<file path="src/rtl/load_modulator_pkg.sv">
// Shared definitions for the load-modulator transmitter, decoder and benches.
//   lm_state_e   : decoder FSM states (idle / receiving a frame)
//   lm_pattern_e : the three bit-period patterns a decoder can match
//   pattern_bit  : ideal tx_out level of a pattern at tick position p
package load_modulator_pkg;

  typedef enum logic [0:0] {
    StIdle,
    StRx
  } lm_state_e;

  typedef enum logic [1:0] {
    PatIdle = 2'd0,
    PatTx0  = 2'd1,
    PatTx1  = 2'd2
  } lm_pattern_e;

  // TX_1 carries the subcarrier in the first half of the bit, TX_0 in the
  // second half; IDLE is silent for the whole period.
  function automatic logic pattern_bit(input int unsigned bit_ticks,
                                       input int unsigned sc_period,
                                       input lm_pattern_e  pattern,
                                       input int unsigned  p);
    logic sc;
    logic first_half;
    logic result;
    sc         = (p % sc_period) < (sc_period / 2);
    first_half = p < (bit_ticks / 2);
    case (pattern)
      PatTx1:  result = sc & first_half;
      PatTx0:  result = sc & ~first_half;
      default: result = 1'b0;
    endcase
    return result;
  endfunction

endpackage

</file>
<file path="src/rtl/lm_mismatch_counter.sv">
// Counts ticks in the current bit period where tx does not match one
// reference pattern.
//   clk, rst_n  : clock, asynchronous active-low reset
//   sample_en   : a tick is being sampled this cycle
//   pos         : tick position of the sample being taken
//   tx          : sampled load-modulator level
//   count_next  : mismatch count including this sample (restarts at pos 0)
module lm_mismatch_counter
  import load_modulator_pkg::*;
#(
  parameter int unsigned BIT_TICKS = 128,
  parameter int unsigned SC_PERIOD = 16,
  parameter lm_pattern_e PATTERN   = PatIdle,
  localparam int unsigned PosW     = $clog2(BIT_TICKS),
  localparam int unsigned CntW     = $clog2(BIT_TICKS) + 1
) (
  input  logic            clk,
  input  logic            rst_n,
  input  logic            sample_en,
  input  logic [PosW-1:0] pos,
  input  logic            tx,
  output logic [CntW-1:0] count_next
);

  logic            expected;
  logic            mismatch;
  logic [CntW-1:0] count_q;

  always_comb begin
    expected   = pattern_bit(BIT_TICKS, SC_PERIOD, PATTERN, 32'(pos));
    mismatch   = tx ^ expected;
    // Position 0 starts a fresh bit, so the stale count is dropped there.
    count_next = ((pos == '0) ? '0 : count_q) + CntW'(mismatch);
  end

  always_ff @(posedge clk or negedge rst_n) begin
    if (!rst_n) begin
      count_q <= '0;
    end else if (sample_en) begin
      count_q <= count_next;
    end
  end

endmodule

</file>
<file path="src/rtl/load_modulator_decoder.sv">
// Decodes a subcarrier-modulated load-modulator bit stream into bits.
// A frame starts on the first high sample (SOC, must be TX_1), carries TX_0 /
// TX_1 bits and ends with a silent bit period.
//   clk, rst_n     : clock, asynchronous active-low reset
//   enable         : decoder enable; low forces idle without pulses
//   tx_out         : load modulator signal, one sample per clock
//   bit_valid      : one-cycle pulse, bit_data valid
//   bit_data       : decoded bit value
//   sof            : with bit_valid on the SOC bit
//   eof            : one-cycle pulse when an idle bit ends the frame
//   pattern_error  : one-cycle pulse on an unmatched bit or a bad SOC
//   bit_count      : bits decoded in the current frame (saturating)
// Build option: LOAD_MODULATOR_DECODER_TOLERANCE_EN enables MAX_ERRORS
// mismatching ticks per bit; without it every bit must match exactly.
module load_modulator_decoder
  import load_modulator_pkg::*;
#(
  parameter int unsigned BIT_TICKS  = 128,
  parameter int unsigned SC_PERIOD  = 16,
  parameter int unsigned MAX_ERRORS = 0
) (
  input  logic        clk,
  input  logic        rst_n,
  input  logic        enable,
  input  logic        tx_out,
  output logic        bit_valid,
  output logic        bit_data,
  output logic        sof,
  output logic        eof,
  output logic        pattern_error,
  output logic [15:0] bit_count
);

  localparam int unsigned PosW = $clog2(BIT_TICKS);
  localparam int unsigned CntW = $clog2(BIT_TICKS) + 1;

`ifdef LOAD_MODULATOR_DECODER_TOLERANCE_EN
  localparam int unsigned Tolerance = MAX_ERRORS;
`else
  localparam int unsigned Tolerance = 0;
`endif

  if ((BIT_TICKS < 16) || (BIT_TICKS > 256) || ((BIT_TICKS & (BIT_TICKS - 1)) != 0) ||
      (SC_PERIOD < 2) || ((SC_PERIOD % 2) != 0) || (((BIT_TICKS / 2) % SC_PERIOD) != 0) ||
      (MAX_ERRORS >= BIT_TICKS / 8)) begin : g_param_check
    $error("load_modulator_decoder: illegal parameter combination");
  end

  lm_state_e       state_q, state_d;
  logic [PosW-1:0] pos_q, pos_d;
  logic            first_q, first_d;
  logic [15:0]     bit_count_q, bit_count_d;
  logic            valid_q, valid_d;
  logic            data_q, data_d;
  logic            sof_q, sof_d;
  logic            eof_q, eof_d;
  logic            perr_q, perr_d;

  logic            sample_en;
  logic            last_tick;
  logic [CntW-1:0] cnt_idle, cnt_tx0, cnt_tx1;
  logic            cls_hit;
  lm_pattern_e     cls;

  // In idle only the starting sample (position 0) is counted.
  assign sample_en = (state_q == StRx) ? enable : (enable & tx_out);
  assign last_tick = (pos_q == PosW'(BIT_TICKS - 1));

  lm_mismatch_counter #(
    .BIT_TICKS (BIT_TICKS),
    .SC_PERIOD (SC_PERIOD),
    .PATTERN   (PatIdle)
  ) u_cnt_idle (
    .clk        (clk),
    .rst_n      (rst_n),
    .sample_en  (sample_en),
    .pos        (pos_q),
    .tx         (tx_out),
    .count_next (cnt_idle)
  );

  lm_mismatch_counter #(
    .BIT_TICKS (BIT_TICKS),
    .SC_PERIOD (SC_PERIOD),
    .PATTERN   (PatTx0)
  ) u_cnt_tx0 (
    .clk        (clk),
    .rst_n      (rst_n),
    .sample_en  (sample_en),
    .pos        (pos_q),
    .tx         (tx_out),
    .count_next (cnt_tx0)
  );

  lm_mismatch_counter #(
    .BIT_TICKS (BIT_TICKS),
    .SC_PERIOD (SC_PERIOD),
    .PATTERN   (PatTx1)
  ) u_cnt_tx1 (
    .clk        (clk),
    .rst_n      (rst_n),
    .sample_en  (sample_en),
    .pos        (pos_q),
    .tx         (tx_out),
    .count_next (cnt_tx1)
  );

  // Tie priority IDLE > TX_0 > TX_1.
  always_comb begin
    cls_hit = 1'b1;
    cls     = PatIdle;
    if (cnt_idle <= CntW'(Tolerance)) begin
      cls = PatIdle;
    end else if (cnt_tx0 <= CntW'(Tolerance)) begin
      cls = PatTx0;
    end else if (cnt_tx1 <= CntW'(Tolerance)) begin
      cls = PatTx1;
    end else begin
      cls_hit = 1'b0;
    end
  end

  always_comb begin
    state_d     = state_q;
    pos_d       = pos_q;
    first_d     = first_q;
    bit_count_d = bit_count_q;
    valid_d     = 1'b0;
    data_d      = data_q;
    sof_d       = 1'b0;
    eof_d       = 1'b0;
    perr_d      = 1'b0;

    unique case (state_q)
      StIdle: begin
        pos_d = '0;
        if (enable && tx_out) begin
          state_d = StRx;
          pos_d   = PosW'(1);
          first_d = 1'b1;
        end
      end
      StRx: begin
        if (!enable) begin
          state_d = StIdle;
          pos_d   = '0;
        end else if (!last_tick) begin
          pos_d = pos_q + PosW'(1);
        end else begin
          pos_d = '0;
          if (first_q) begin
            if (cls_hit && (cls == PatTx1)) begin
              valid_d     = 1'b1;
              data_d      = 1'b1;
              sof_d       = 1'b1;
              bit_count_d = 16'd1;
              first_d     = 1'b0;
            end else begin
              perr_d  = 1'b1;
              state_d = StIdle;
            end
          end else if (!cls_hit) begin
            perr_d  = 1'b1;
            state_d = StIdle;
          end else if (cls == PatIdle) begin
            eof_d   = 1'b1;
            state_d = StIdle;
          end else begin
            valid_d = 1'b1;
            data_d  = (cls == PatTx1);
            if (bit_count_q != 16'hFFFF) begin
              bit_count_d = bit_count_q + 16'd1;
            end
          end
        end
      end
      default: begin
        state_d = StIdle;
        pos_d   = '0;
      end
    endcase
  end

  always_ff @(posedge clk or negedge rst_n) begin
    if (!rst_n) begin
      state_q     <= StIdle;
      pos_q       <= '0;
      first_q     <= 1'b0;
      bit_count_q <= '0;
      valid_q     <= 1'b0;
      data_q      <= 1'b0;
      sof_q       <= 1'b0;
      eof_q       <= 1'b0;
      perr_q      <= 1'b0;
    end else begin
      state_q     <= state_d;
      pos_q       <= pos_d;
      first_q     <= first_d;
      bit_count_q <= bit_count_d;
      valid_q     <= valid_d;
      data_q      <= data_d;
      sof_q       <= sof_d;
      eof_q       <= eof_d;
      perr_q      <= perr_d;
    end
  end

  assign bit_valid     = valid_q;
  assign bit_data      = data_q;
  assign sof           = sof_q;
  assign eof           = eof_q;
  assign pattern_error = perr_q;
  assign bit_count     = bit_count_q;

endmodule

</file>
<file path="config.mk">
export PLATFORM = sky130hd
export DESIGN_NAME = load_modulator_decoder
export DESIGN_NICKNAME = d
export VERILOG_FILES = /design/src/rtl/load_modulator_pkg.sv /design/src/rtl/lm_mismatch_counter.sv /design/src/rtl/load_modulator_decoder.sv
export SDC_FILE = /design/constraint.sdc
export NUM_CORES = 1
export LEC_CHECK = 0
export ABC_AREA = 1
export CORE_MARGIN = 1.5
export CORE_UTILIZATION = 60
export DETAILED_ROUTE_END_ITERATION = 7
export GPL_TIMING_DRIVEN = 0
export PLACE_DENSITY = 0.82
export SLEW_MARGIN = 20
export SYNTH_ARGS = -nofsm -noshare
export SYNTH_HDL_FRONTEND = slang
export SYNTH_SLANG_ARGS = --single-unit
</file>
<file path="constraint.sdc">
create_clock -name clk -period 5.75 [get_ports clk]
set_clock_uncertainty 0.15 [all_clocks]
set_input_delay 1.15 -clock clk [delete_from_list [all_inputs] [get_ports clk]]
set_output_delay 1.15 -clock clk [all_outputs]
set_load 0.005 [all_outputs]
</file>
# [After elaboration in Yosys (flattened, before gate mapping)]
# Cells that the tools add are included.
[totals] regBits=54 input_bits=4
[classes] n_addsub=5 order_cmp=5 n_eq_ne=8 mux=55 n_bitwise=7 reduce_logical=9
[op_table] op="16-bit 2-to-1 mux" count=5
[op_table] op="1-bit 2-to-1 mux" count=39
[op_table] op="8-bit by 1-bit adder with 8-bit output" count=3
[op_table] op="8-bit by 1-bit less-or-equal comparator with 1-bit output (second input constant)" count=3
[op_table] op="8-bit 2-to-1 mux" count=3
[op_table] op="16-bit by 1-bit adder with 16-bit output (second input constant)" count=1
[op_table] op="16-bit inequality test (second input constant)" count=1
[op_table] op="7-bit 2-to-1 mux" count=2
[op_table] op="7-bit one-hot mux with 2 select lines" count=1
[op_table] op="7-bit by 1-bit adder with 7-bit output (second input constant)" count=1
[op_table] op="7-bit == test (second input constant)" count=1
[op_table] op="7-bit logical NOT" count=1
[op_table] op="7-bit less-than comparator (second input constant)" count=1
[op_table] op="7-bit AND reduction" count=1
[op_table] op="2-bit 2-to-1 mux" count=3
[op_table] op="2-bit inequality test (second input constant)" count=3
[op_table] op="6-bit AND reduction" count=1
[op_table] op="4-bit less-than comparator (second input constant)" count=1
[op_table] op="2-bit by 1-bit inequality test with 1-bit output (second input constant)" count=2
[op_table] op="1-bit one-hot mux with 2 select lines" count=2
[op_table] op="2-bit nonzero test" count=2
[op_table] op="1-bit AND" count=3
[op_table] op="3-bit AND reduction" count=1
[op_table] op="2-bit == test (second input constant)" count=1
[op_table] op="other kinds (4)" count=7

# [Depth between registers and ports, before layout]
# Gate-level depths: netlist (run 1).
[logic_depth] word_depth=15 mapped_depth=25

# [By module]
# From an unflattened synthesis (run 1), not the netlist that was laid out.
[hier_totals] cells_unflattened=546 hier_area_um2=3807.4
[modules_own_cells] module="load_modulator_decoder" instances=1 cells_each=273 area_per_inst_um2=1885.6 seq_area_each_um2=750.7
[modules_own_cells] module="lm_mismatch_counter (u_cnt_tx1)" instances=1 cells_each=94 area_per_inst_um2=669.4 seq_area_each_um2=200.2
[modules_own_cells] module="lm_mismatch_counter (u_cnt_tx0)" instances=1 cells_each=95 area_per_inst_um2=635.6 seq_area_each_um2=200.2
[modules_own_cells] module="lm_mismatch_counter (u_cnt_idle)" instances=1 cells_each=84 area_per_inst_um2=616.8 seq_area_each_um2=200.2

# [Worst setup path before layout (run 1)]
# Ideal clock, no wire load.
[synth_timing] path_type="input to register" startpoint="input port tx_out" endpoint="register bit_count_q[9] (netlist: bit_count[9])" setup_time_ns=0.123 arrival_ns=3.026 slack_ns=2.451 cell_stages=16 n_path_buf=1 path_cell_list="xor2_1 inv_1 ha_1 ha_1 or2_2 nor2_1 nand2_1 nor2_2 nand3_2 nand2_2 nand2_4 nor2_8 inv_4 buf_6 nand2_2 o21ai_2"
[synth_rtl] item="start, declared" line_no="load_modulator_decoder.sv:25" rtl="input logic tx_out,"
[synth_rtl] item="1-bit XOR *" line_no="lm_mismatch_counter.sv:31" rtl="mismatch = tx ^ expected;"
[synth_rtl] item="8-bit by 1-bit adder with 8-bit output *" line_no="lm_mismatch_counter.sv:33" rtl="count_next = ((pos == '0) ? '0 : count_q) + CntW'(mismatch);"
[synth_rtl] item="via cnt_tx0[1]" line_no="load_modulator_decoder.sv:61" rtl="logic [CntW-1:0] cnt_idle, cnt_tx0, cnt_tx1;"
[synth_rtl] item="8-bit by 1-bit less-or-equal comparator with 1-bit output *" line_no="load_modulator_decoder.sv:114" rtl="end else if (cnt_tx0 <= CntW'(Tolerance)) begin"
[synth_rtl] item="2-bit 2-to-1 mux" line_no="load_modulator_decoder.sv:114"
[synth_rtl] item="2-bit 2-to-1 mux" line_no="load_modulator_decoder.sv:112" rtl="if (cnt_idle <= CntW'(Tolerance)) begin"
[synth_rtl] item="2-bit == test" line_no="load_modulator_decoder.sv:152" rtl="if (cls_hit && (cls == PatTx1)) begin"
[synth_rtl] item="1-bit logical AND" line_no="load_modulator_decoder.sv:152"
[synth_rtl] item="2-bit by 1-bit inequality test with 1-bit output (no source line)"
[synth_rtl] item="7-bit AND reduction (no source line) *"
[synth_rtl] item="end signal, assigned" line_no="load_modulator_decoder.sv:199" rtl="bit_count_q <= bit_count_d;"
[synth_rtl] item="end, declared" line_no="load_modulator_decoder.sv:52" rtl="logic [15:0] bit_count_q, bit_count_d;"
# Mark *: on every way through the listed nets, which the timed path passes. The rest lies on a longest branch.
# A chain may end at the register's enable or synchronous reset.

# [Worst setup path in the final report (run 1)]
[layout_timing] startpoint="input port tx_out" endpoint="register bit_count_q[6] (netlist: bit_count[6])"
# Same word-level chain as after synthesis.

==> metrics, run 1 <==
fin area=3780 um^2; GRT overflow=0; setup repair bufs after CTS=0; Worst setup EP type=flop; most frequent cell after synthesis=nand2_1; Post-Syn Instances=456; pin count of the biggest net entering global routing=55; Num CTS Buffers=5; hold buffers post-CTS=0; slowest stage cell, crit path=clkdlybuf4s50_1; final period utilization=0.666; DR vias/cell=5.30; final critical-path required period=3.83 ns; met2 Use GR=0.414; top post-synthesis cells by area=dfrtp_1, nand2_1, inv_1, nor2_1, nand3_1; Port Buf Inserts=24; clk slew on worst S/H paths=0.10 ns; WL final=7050 um; Netlist cell types=39; Worst-Margin Slew=0.679 ns; hpwl dp=5120 um; vias in the first global route=2,756; Logic pwr share=0.206; Int Pwr=536 uW; Die Span Y=77.8 um; Root Driver=clkbuf_8; Setup TNS=0 ns; switching part of the total=0.320; Initial Util=0.618; Post-synth ARST share=1.00; core region area=5440 um^2; layout cells sized above 1=0.0902; routability cong.=0.872; Final Core Density=0.695; final hold vios=0; Fillers=463; RSZ-0062 raised after global routing=no; most used cell, CP=nand2_1; Avg Synthesized Cell Area=7.37 um^2; DR vias=2,970; pwr dens=209 nW/um^2; most instantiated cells after synthesis=nand2_1, inv_1, dfrtp_1, nor2_1, nand3_1; post_cts resized=0; clk sinks=54; Worst Hold Class=flop to flop; die area=6060 um^2; Synth Cell Area=3360 um^2; pre-CTS setup slack=1.58 ns; GRT busiest layer=met2; post-synthesis net count=470; overall global routing resource usage=0.256; worst skew pair latency=0.32 ns; max cap viols=0; met3 Usage GRT=0.0447; Post-DRT Antenna Nets=0; Switch Pwr=253 uW; Area Growth Syn to Fin=12.4%; WP data arrival=3.89 ns; CTS tree=built; status=completed; Die Wd=77.8 um; Seq pwr share=0.520; Post-synth EDFFs=0; wire length per cell=12.6 um; RR Endpoint=bit_count[6]$_DFFE_PN0P_; nets=501; clk buf depth=2; final setup margin=1.92 ns; r2r setup slk=2.22 ns; Residual DRC=0; RR Startpoint=pos_q[0]$_DFF_PN0_; Crit path max-delay family=simple AND/OR/NAND/NOR gates; Rel. slew slack=0.547; final slew viol count=0; maximum clock frequency=261 MHz; HP Start=u_cnt_tx0.count_q[0]$_DFFE_PN0P_; worst hold stages=2; Seq. cell area=1350 um^2; CTS HTree Levels=2; Ports=25; Yosys reg bits=54; WHS=0.334 ns; top cell type's share of synthesized area=0.402; Most used DFF post-synth=dfrtp_1; first-pass iteration count of the detailed router=4; first-pass GRT wire length=12,400 um; yosys synthesis warning count=0; # diodes=0; WP buf/inv=4; Crit Path Class=primary input to flop; Iter 0 DRT Violations=188; Max IR drop VDD=0.195 mV; sequence of cells on the critical path=clkdlybuf4s50_1 > xor2_1 > inv_1 > ha_1 > ha_1 > or2_2 > nor2_1 > nand2_1 > nor2_2 > nand3_2 > nand2_2 > nand2_4 > nor2_8 > inv_4 > buf_6 > nand2_1 > nand2_1; Yosys top cell by area=dfrtp_1; sequential element share of the synthesized area=0.402; instance area at placement=3690 um^2; clock share of power=0.274; Leak Pwr=0.00189 uW; R2R cell count=23; CP max stage delay=0.61 ns; Final Setup Violations=0; Hold Path End=u_cnt_tx0.count_q[0]$_DFFE_PN0P_; Crit Path Max Fanout=10; startpoint types=primary input; initial antenna violation count=0; Site Rows=27; multi-input logic area=1700 um^2; CP Data Required Time=5.81 ns; met1 Resource Use GR=0.351
-- power by group through the flow --
stage                     clock network [uW]  logic [uW]  registers (uW)
after global routing                     232         184             413
after detailed placement                   0         163             418
after CTS                                219         163             410
final                                    216         163             410
after floorplan                            0         121             415
after global placement                     0         158             417
-- placed cells by master, fill, tap and decap left out, drive strengths merged, types with 8 or more instances in the layout --
cell type and count:
clkbuf 11, nor2 56, nand4 16, nand2 141
inv 56, buf 8, a21oi 14, dfrtp 54
ha 10, nand3 35, o21ai 34, clkdlybuf4s50 23
-- worst max-delay path by stage --
| stage | endpoint | cells after the start | start | slack (ns) |
|---|---|---|---|---|
| floorplan | bit_count[9]$_DFFE_PN0P_ | 16 | tx_out | 2.45 |
| global placement | bit_count[6]$_DFFE_PN0P_ | 17 | tx_out | 1.60 |
| detailed placement | bit_count[6]$_DFFE_PN0P_ | 17 | tx_out | 1.58 |
| CTS | bit_count[6]$_DFFE_PN0P_ | 17 | tx_out | 1.92 |
| global route | bit_count[6]$_DFFE_PN0P_ | 17 | tx_out | 1.72 |
| finish | bit_count[6]$_DFFE_PN0P_ | 17 | tx_out | 1.92 |
-- worst register-to-register path, delay by kind of cell (launching register included) --
kind | cells | cell delay (ns)
and+or+nand+nor | 13 | 1.49
buffers and inverters | 7 | 0.75
adders and majority gates | 3 | 0.62
DFF | 1 | 0.42
-- cells by family (layout without fill, tap and decap cells) --
group / count (synthesis) / after routing / synth area share
AOI/OAI and AO/OA: 60 / 60 / 0.108
xor gates and xnor gates: 5 / 5 / 0.0130
adders and majority gates: 10 / 10 / 0.0372
buffers and inverters: 69 / 101 / 0.0905
DFF: 54 / 54 / 0.402
and+or+nand+nor: 258 / 258 / 0.349
-- flip-flops by register name, summed over array words and instances, names as in the netlist, 7 cells and up --
name and count:
bit_count 16, u_cnt_idle.count_q 8, u_cnt_tx0.count_q 8, u_cnt_tx1.count_q 8, pos_q 7
-- layer usage --
layer | up-vias | share of wire
met1 | 1385 | 0.49
met3 | 6 | 0.040
met5 | - | 0
li1 | 1526 | -
met2 | 53 | 0.46
met4 | 0 | 0.0099
-- area by class of cell --
cell class | count | share of cell area
Buffer | 13 | 0.0242
Clock buffer | 5 | 0.0182
Clock inverter | 3 | 0.00563
Inverter | 56 | 0.0563
Multi-Input combinational cell | 333 | 0.451
Sequential cell | 54 | 0.358
Tap cell | 72 | 0.0238
Timing Repair Buffer | 24 | 0.0629
-- metrics by stage --
step	cells	total power, uW
global route	560	830
global placement	552	575
finish	560	789
floorplan	456	536
CTS	560	793
detailed placement	552	580
Note: power is estimated with default switching activity, not from simulation.
==> inputs of run 2 (changes only) <==
--- a/config.mk
+++ b/config.mk
@@ -7,10 +7,10 @@
 export LEC_CHECK = 0
 export ABC_AREA = 1
 export CORE_MARGIN = 1.5
-export CORE_UTILIZATION = 60
+export CORE_UTILIZATION = 53
 export DETAILED_ROUTE_END_ITERATION = 7
 export GPL_TIMING_DRIVEN = 0
-export PLACE_DENSITY = 0.82
+export PLACE_DENSITY = 0.77
 export SLEW_MARGIN = 20
 export SYNTH_ARGS = -nofsm -noshare
 export SYNTH_HDL_FRONTEND = slang
==> constraint.sdc (replaced) <==
create_clock -name clk -period 3.3 [get_ports clk]
set_clock_uncertainty 0.15 [all_clocks]
set_input_delay 0.66 -clock clk [delete_from_list [all_inputs] [get_ports clk]]
set_output_delay 0.66 -clock clk [all_outputs]
set_load 0.005 [all_outputs]
==> metrics, run 2 (synthesized netlist as in run 1, its figures left out) <==
most used cell, CP=nand2_1; max cap viols=0; Die Span Y=82.6 um; maximum clock frequency=322 MHz; WHS=0.235 ns; r2r setup slk=0.19 ns; pin count of the biggest net entering global routing=55; startpoint types=flop; Worst setup EP type=flop; # diodes=0; Max IR drop VDD=0.284 mV; status=completed; Fillers=520; Largest register FFs=16; pwr dens=378 nW/um^2; DR vias=3,037; Crit Path Class=flop to flop; worst skew pair latency=0.30 ns; Worst-Margin Slew=0.687 ns; Crit Path Max Fanout=10; commonest cells after routing, fill and taps aside=nand2_1, inv_1, dfrtp_1; final hold vios=0; Rel. slew slack=0.542; slowest stage cell, crit path=dfrtp_1; Worst Hold Class=primary input to async pin; Area Growth Syn to Fin=16.5%; Root Driver=clkbuf_8; Port Buf Inserts=24; Post-DRT Antenna Nets=0; overall global routing resource usage=0.240; Final Core Density=0.650; CP max stage delay=0.41 ns; multi-input logic area=1740 um^2; clk slew on worst S/H paths=0.09 ns; hold buffers post-CTS=0; layout cells sized above 1=0.111; sequence of cells on the critical path=inv_2 > ha_1 > inv_1 > nor2_4 > nand3_4 > buf_12 > nand2_1 > inv_1 > ha_4 > ha_4 > or2_2 > nor2_2 > nand2_1 > nor2_2 > nand3_2 > nand2_2 > nand2_4 > nor2_8 > inv_6 > buf_12 > nand2_1 > nand2_1; DR vias/cell=5.33; clk buf depth=2; GRT overflow=0; Final Setup Violations=0; hpwl dp=5260 um; Initial Util=0.558; routability cong.=0.885; vias in the first global route=2,947; Iter 0 DRT Violations=151; commonest non-fill, non-tap cell in the layout=nand2_1; initial antenna violation count=0; die area=6830 um^2; Num CTS Buffers=5; Pwr Total=1480 uW; CTS HTree Levels=2; final critical-path required period=3.11 ns; Site Rows=28; Ports=25; R2R cell count=22; clk sinks=54; wire length per cell=12.9 um; Residual DRC=0; core region area=6030 um^2; CP Data Required Time=3.34 ns; Leak Pwr=0.00195 uW; CTS tree=built; first-pass iteration count of the detailed router=4; Seq. cell area=1350 um^2; WL final=7370 um; WP data arrival=3.15 ns; final period utilization=0.942; final slew viol count=0; instance area at placement=3690 um^2; first-pass GRT wire length=12,600 um; nets=509; Die Wd=82.6 um; fin area=3920 um^2
## run 2: changes by cell type in the layout (fill, tap and decap cells not counted), moves of 2 or more
cell	change
ha_1	-2
buf_6	-2
ha_4	+2
buf_12	+2
buf_4	+8
## run 2: critical path: cells and delay by family (launching register included)
| family | cells | cell delay (ns) |
|---|---|---|
| AND/OR/NAND/NOR | 13 | 1.37 |
| buffers and inverters | 6 | 0.53 |
| adder cells (fa/ha/maj) | 3 | 0.53 |
| flip-flops | 1 | 0.41 |
## run 2: worst paths after layout
check,startpoint,to
setup / recovery,pos_q[0]$_DFF_PN0_,bit_count[6]$_DFFE_PN0P_
hold / removal,rst_n,u_cnt_idle.count_q[5]$_DFFE_PN0P_
setup reg to reg,pos_q[0]$_DFF_PN0_,bit_count[6]$_DFFE_PN0P_
hold reg to reg,u_cnt_tx0.count_q[0]$_DFFE_PN0P_,u_cnt_tx0.count_q[0]$_DFFE_PN0P_
max in group asynchronous,rst_n,bit_count[9]$_DFFE_PN0P_
min in group clk,u_cnt_tx0.count_q[0]$_DFFE_PN0P_,u_cnt_tx0.count_q[0]$_DFFE_PN0P_
## run 2: layer usage
layer	GRT usage	part of all wire
met5	0	0
met3	0.0429	0.044
met4	0.0817	0.012
met2	0.398	0.47
met1	0.315	0.47
## run 2: area by class of cell
type / count / area share
timing repair buffer: 33 / 0.0777
sequential: 54 / 0.345
tap: 75 / 0.0240
clock inverter: 1 / 0.00767
clock buffer: 6 / 0.0211
inverter: 56 / 0.0550
multi-input combinational: 333 / 0.444
buffer: 12 / 0.0259
## run 2: where the power goes
group	internal, uW	switching, uW
sequential	693	22.2
combinational	115	200
clock	243	206
total	1050	428
## run 2: repair_timing
item / in CTS / in global routing
resized for setup: 1 / 11
pin swaps: 2 / 6
setup endpoints to repair: 20 / 19
buffers inserted: 5 / 4
## run 2: metrics by stage
| stage | instances | setup TNS (ns) | worst slack [ns] |
|---|---|---|---|
| 2_1_floorplan | 456 | 0 | 0.116 |
| 3_3_place_gp | 555 | -19.64 | -0.346 |
| 3_5_place_dp | 555 | -6.05 | -0.396 |
| 4_1_cts | 566 | 0 | 0.0264 |
| 5_1_grt | 570 | -0.0795 | -0.0251 |
| 6_report | 570 | 0 | 0.192 |
